--- src/rtl/note_lane_renderer.sv ---
// Repaints the note lane as a row of SQxSQ squares, one pixel per clock, for vga_adapter.
// Bitmaps are snapshotted on start so mid-frame changes upstream cannot tear the frame.
module note_lane_renderer #(
    parameter int unsigned N_SLOTS = 10,
    parameter int unsigned SQ      = 4,
    parameter int unsigned X0      = 20,
    parameter int unsigned Y0      = 56,
    parameter int unsigned PITCH   = 12
) (
    input  logic               clk,
    input  logic               resetn,
    input  logic               start,
    input  logic [N_SLOTS-1:0] red_seq,
    input  logic [N_SLOTS-1:0] yellow_seq,
    output logic [7:0]         x,
    output logic [6:0]         y,
    output logic [2:0]         colour,
    output logic               plot,
    output logic               busy,
    output logic               done
);

    localparam int unsigned SW = (N_SLOTS > 1) ? $clog2(N_SLOTS) : 1;
    localparam int unsigned OW = (SQ > 1) ? $clog2(SQ) : 1;

    if ((X0 + (N_SLOTS - 1) * PITCH + SQ - 1 > 159) || (Y0 + SQ - 1 > 119) ||
        (SQ < 1) || (SQ > 8) || (PITCH < SQ)) begin : g_param_err
        $error("note_lane_renderer: lane geometry does not fit the 160x120 frame");
    end

    typedef enum logic [1:0] {
        IDLE = 2'd0,
        DRAW = 2'd1,
        FIN  = 2'd2
    } state_e;

    state_e             state_q;
    logic [N_SLOTS-1:0] red_q;
    logic [N_SLOTS-1:0] yel_q;
    logic [SW-1:0]      slot_q;
    logic [OW-1:0]      xoff_q;
    logic [OW-1:0]      yoff_q;
    logic [7:0]         x_q;
    logic [6:0]         y_q;
    logic [2:0]         colour_q;
    logic               plot_q;
    logic               busy_q;
    logic               done_q;

    logic [7:0] px_c;
    logic [6:0] py_c;
    logic [2:0] pcol_c;
    logic       last_x_c;
    logic       last_y_c;
    logic       last_slot_c;

    // Pixel for the current counter position; red wins over yellow, empty slots erase.
    always_comb begin
        px_c        = 8'(X0) + 8'(slot_q) * 8'(PITCH) + 8'(xoff_q);
        py_c        = 7'(Y0) + 7'(yoff_q);
        pcol_c      = 3'b000;
        if (red_q[slot_q]) begin
            pcol_c = 3'b100;
        end else if (yel_q[slot_q]) begin
            pcol_c = 3'b110;
        end
        last_x_c    = (xoff_q == OW'(SQ - 1));
        last_y_c    = (yoff_q == OW'(SQ - 1));
        last_slot_c = (slot_q == SW'(N_SLOTS - 1));
    end

    always_ff @(posedge clk or negedge resetn) begin
        if (!resetn) begin
            state_q  <= IDLE;
            red_q    <= '0;
            yel_q    <= '0;
            slot_q   <= '0;
            xoff_q   <= '0;
            yoff_q   <= '0;
            x_q      <= '0;
            y_q      <= '0;
            colour_q <= '0;
            plot_q   <= 1'b0;
            busy_q   <= 1'b0;
            done_q   <= 1'b0;
        end else begin
            plot_q <= 1'b0;
            done_q <= 1'b0;
            case (state_q)
                IDLE: begin
                    if (start) begin
                        red_q   <= red_seq;
                        yel_q   <= yellow_seq;
                        slot_q  <= '0;
                        xoff_q  <= '0;
                        yoff_q  <= '0;
                        state_q <= DRAW;
                    end
                end
                DRAW: begin
                    x_q      <= px_c;
                    y_q      <= py_c;
                    colour_q <= pcol_c;
                    plot_q   <= 1'b1;
                    busy_q   <= 1'b1;
                    // xoff innermost, then yoff, then slot
                    if (!last_x_c) begin
                        xoff_q <= xoff_q + OW'(1);
                    end else begin
                        xoff_q <= '0;
                        if (!last_y_c) begin
                            yoff_q <= yoff_q + OW'(1);
                        end else begin
                            yoff_q <= '0;
                            if (last_slot_c) begin
                                state_q <= FIN;
                            end else begin
                                slot_q <= slot_q + SW'(1);
                            end
                        end
                    end
                end
                FIN: begin
                    done_q  <= 1'b1;
                    busy_q  <= 1'b0;
                    state_q <= IDLE;
                end
                default: state_q <= IDLE;
            endcase
        end
    end

    assign x      = x_q;
    assign y      = y_q;
    assign colour = colour_q;
    assign plot   = plot_q;
    assign busy   = busy_q;
    assign done   = done_q;

endmodule
--- config.mk ---
export PLATFORM = sky130hd
export DESIGN_NAME = note_lane_renderer
export DESIGN_NICKNAME = d
export VERILOG_FILES = /design/src/rtl/note_lane_renderer.sv
export SDC_FILE = /design/constraint.sdc
export NUM_CORES = 1
export LEC_CHECK = 0
export ABC_AREA = 0
export CAP_MARGIN = 20
export CORE_AREA = 5 5 80 82
export CTS_CLUSTER_DIAMETER = 30
export DETAILED_ROUTE_END_ITERATION = 16
export DIE_AREA = 0 0 85 87
export PLACE_DENSITY = 0.72
export SYNTH_ARGS = -nofsm -noshare
export SYNTH_HDL_FRONTEND = slang
export SYNTH_SLANG_ARGS = --single-unit
--- constraint.sdc ---
create_clock -name clk -period 4.5 [get_ports clk]
set_input_delay 0.675 -clock clk [delete_from_list [all_inputs] [get_ports clk]]
set_output_delay 0.675 -clock clk [all_outputs]
set_load 0.01 [all_outputs]
==> metrics.md <==
| Metric | Value |
|---|---|
| Clk sinks | `46` |
| # setup viols final | `0` |
| Max VDD drop | `0.2908 mV` |
| Placeable core area | `0.005675 mm^2` |
| Pins over their slew limit | `0` |
| Largest family of logic cells by synthesized area | `multiplexers` |
| Family with the most delay on the worst path | `adder cells` |
| Port-buffer cells | `40` |
| Worst min-delay path class | `primary input to async pin` |
| Critical Path End Type | `register` |
| RSZ-0062 raised after global routing | `no` |
| H-tree Lvls | `2` |
| Post-synth cell types | `39` |
| Seq/Total Area, Yosys | `0.5016` |
| Post-synth top area share | `0.5016` |
| CTS Hold Buffers Added | `0` |
| Post-Syn Area | `0.002295 mm^2` |
| Crit path kind | `register to register` |
| Post-synthesis compound-gate area fraction | `0.1052` |
| Nets | `268` |
| Post-route ant nets | `0` |
| IO Count | `44` |
| Starting Density | `0.4043` |
| Grt met2 use | `0.2020` |
| Clk pwr share | `0.175` |
| Ys Warns | `0` |
| Ys async rst share | `1.000` |
| CP Data Required Time | `4700 ps` |
| Seq pwr share | `0.463` |
| Area growth from synthesis to layout | `23.01%` |
| Post-synth EDFFs | `0` |
| Max Cap Viol | `0` |
| TritonCTS clock tree | `yes` |
| Commonest non-fill, non-tap cell in the layout | `dfrtp_1` |
| Worst-margin pin slew | `794.7 ps` |
| Final hold vios | `0` |
| Insertion delay to the later sink of the worst-skew pair | `290 ps` |
| Die width | `85 um` |
| FF-to-FF End | `x[7]` |
| Most frequent cells in the layout | `46 x dfrtp_1, 39 x clkdlybuf4s50_1, 27 x mux2_2` |
| Gr usage total | `0.1266` |
| Part of the cycle the worst path needs | `0.5263` |
| Share of cells above drive strength 1 | `0.1588` |
| Setup crit start | `slot_q[0]` |
| XOR/XNOR share of the synthesized area | `0.01908` |
| Outcome | `finished, final reports clean` |
| Postcts setup bufs | `0` |
| Type of origin of the critical path | `register` |
| Overflow after GRT | `0` |
| DR vias/cell | `5.084` |
| Die Ht | `87 um` |
| Worst reg-to-reg path cell count | `5` |
| Sw frac | `0.3133` |
| # rows | `28` |
| Reg-to-Reg Start | `slot_q[0]` |
| Cells after synthesis | `196` |
| Seq cells post-synth | `46` |
| DR vias | `1566` |
| Die Area | `0.007395 mm^2` |
| Leak pwr | `1.197 nW` |
| Fin Setup TNS | `0 ps` |
| Top cells by area, synth | `dfrtp_1 50%, mux2_2 13%, ha_1 6.0%` |
| CP bufs+invs | `0` |
| Crit path max fanout | `19` |
| Initial DRC Count | `97` |
| Fmax | `0.4222 GHz` |
| Net Sw Power | `428.2 uW` |
| Max-slew headroom | `0.4689` |
| Clock transition at path regs | `80 ps` |
| Period minus WS final | `2368 ps` |
| Vias in the first global route | `1636` |
| Routed wire length | `4198 um` |
| Num CTS Buffers | `5` |
| Crit-path cells | `ha_1, fa_1, o21a_1, and3_1, o31ai_1` |
| GR met1 Demand/Resource | `0.1610` |
| Final Power | `1.367 mW` |
| Synth Area in Adders | `0.06870` |
| Clock Skew | `3.121 ps` |
| Area leader, netlist | `dfrtp_1` |
| Antenna violations before repair | `0` |
| WL/cell | `13.63 um` |
| Busiest grt layer | `met2` |
| Crit path DAT | `2560 ps` |
| R2R Setup Slk | `2130 ps` |
| Syn Area/Cell | `11.71 um^2` |
| Mux cell area share after synthesis | `0.1728` |
| Post-synth top flop | `dfrtp_1` |
| Synth Area in Simple Gates | `0.08615` |
| Power Dens Cells | `484.2 mW/mm^2` |
| Crit-path slowest cell | `dfrtp_1` |
| DRC | `0` |
| Cell-internal power | `938.7 uW` |
| Diode count | `0` |
| First-pass GRT wire length | `7534 um` |
| Hpwl dp | `3064 um` |
| Clock Path Buffers | `2` |
| RD Place Congestion | `0.8648` |
| Total iterations of the first detailed-routing run | `4` |
| Root buffer cell | `clkbuf_8` |
| Pin count of the biggest net entering global routing | `47` |
| GR Util met3 | `0.03974` |
| Max incr delay on CP | `810 ps` |
| PostCTS Resize Cnt | `0` |
| Comb pwr share | `0.363` |
[kinds of logic (layout without fill, tap and decap cells)]
| kind of cell | count (synthesis) | in the layout |
|---|---|---|
| buffers and inverters | 20 | 55 |
| other | 1 | 3 |
| AND/OR/NAND/NOR | 41 | 41 |
| adder cells (fa/ha/maj) | 12 | 12 |
| XOR/XNOR | 5 | 5 |
| flip-flops | 46 | 46 |
| AO/OA/AOI/OAI | 38 | 38 |
| multiplexers | 33 | 33 |
[synth_stat cells, types with 2 or more instances]
cell type and instances:
and3_1 2, nor2b_1 5, a2111oi_0 2, xnor2_1 3, inv_1 7, o31ai_1 4
a31oi_1 4, nor2_1 9, clkbuf_1 4, nand2b_1 2, buf_1 2, ha_1 11
mux2i_1 4, dfrtp_1 46, mux2_2 27, a21o_1 2, o21ai_0 11, xor2_1 2
buf_4 5, a21oi_1 8, mux4_1 2, nand3_1 4, nand2_1 14
[sequential cells by signal, indices dropped and copies added (netlist names)]
| name | count |
|---|---|
| done | 1 |
| x | 8 |
| red_q | 10 |
| yel_q | 10 |
| state_q | 2 |
| xoff_q | 2 |
| yoff_q | 2 |
| y | 3 |
| busy | 1 |
| slot_q | 4 |
| colour | 2 |
| plot | 1 |
[through the flow]
step | instance area, um^2 | instances | hold WS, ps | worst slack, ps | util
after global placement | 2715 | 300 | 480.2 | 2133 | 0.4784
final | 2823 | 308 | 359.0 | 2132 | 0.4974
after detailed placement | 2715 | 300 | 476.1 | 2124 | 0.4784
after CTS | 2795 | 307 | 496.3 | 2104 | 0.4925
after global routing | 2823 | 308 | 398.3 | 1911 | 0.4974
after floorplan | 2302 | 198 | 379.4 | 2626 | -
[layer usage]
| layer | wire length (um) | up-vias |
|---|---|---|
| met3 | 281 | 7 |
| li1 | - | 759 |
| met1 | 1894 | 754 |
| met5 | 0 | - |
| met2 | 1960 | 46 |
| met4 | 61 | 0 |
[worst reg2reg max path: stages, from the launching register on]
cell and delay (ps):
dfrtp_1 810, ha_1 350, fa_1 490, o21a_1 240
and3_1 180, o31ai_1 210
[worst max-delay path by stage]
stage,depth (start not counted),to,slack (ps)
after CTS,5,x[7],2100
after global placement,3,yel_q[6],2130
after global routing,5,slot_q[3],1910
final,5,x[7],2130
after floorplan,6,x[7],2630
after detailed placement,3,yel_q[5],2120
[cell type report]
| class | instances | area (um^2) |
|---|---|---|
| inverter | 7 | 26.28 |
| clock inverter | 1 | 7.507 |
| sequential | 46 | 1151 |
| clock buffer | 6 | 72.57 |
| tap | 75 | 93.84 |
| fill | 543 | 2853 |
| timing repair buffer | 41 | 422.9 |
| multi-input combinational | 132 | 1049 |
[power groups by stage]
stage	registers [mW]	logic (mW)	clock network, mW
6_report	0.632	0.496	0.239
5_1_grt	0.654	0.556	0.265
4_1_cts	0.636	0.502	0.249
3_5_place_dp	0.645	0.498	0
3_3_place_gp	0.637	0.485	0
2_1_floorplan	0.634	0.336	0
No activity file was read; power rests on OpenSTA's default activity.
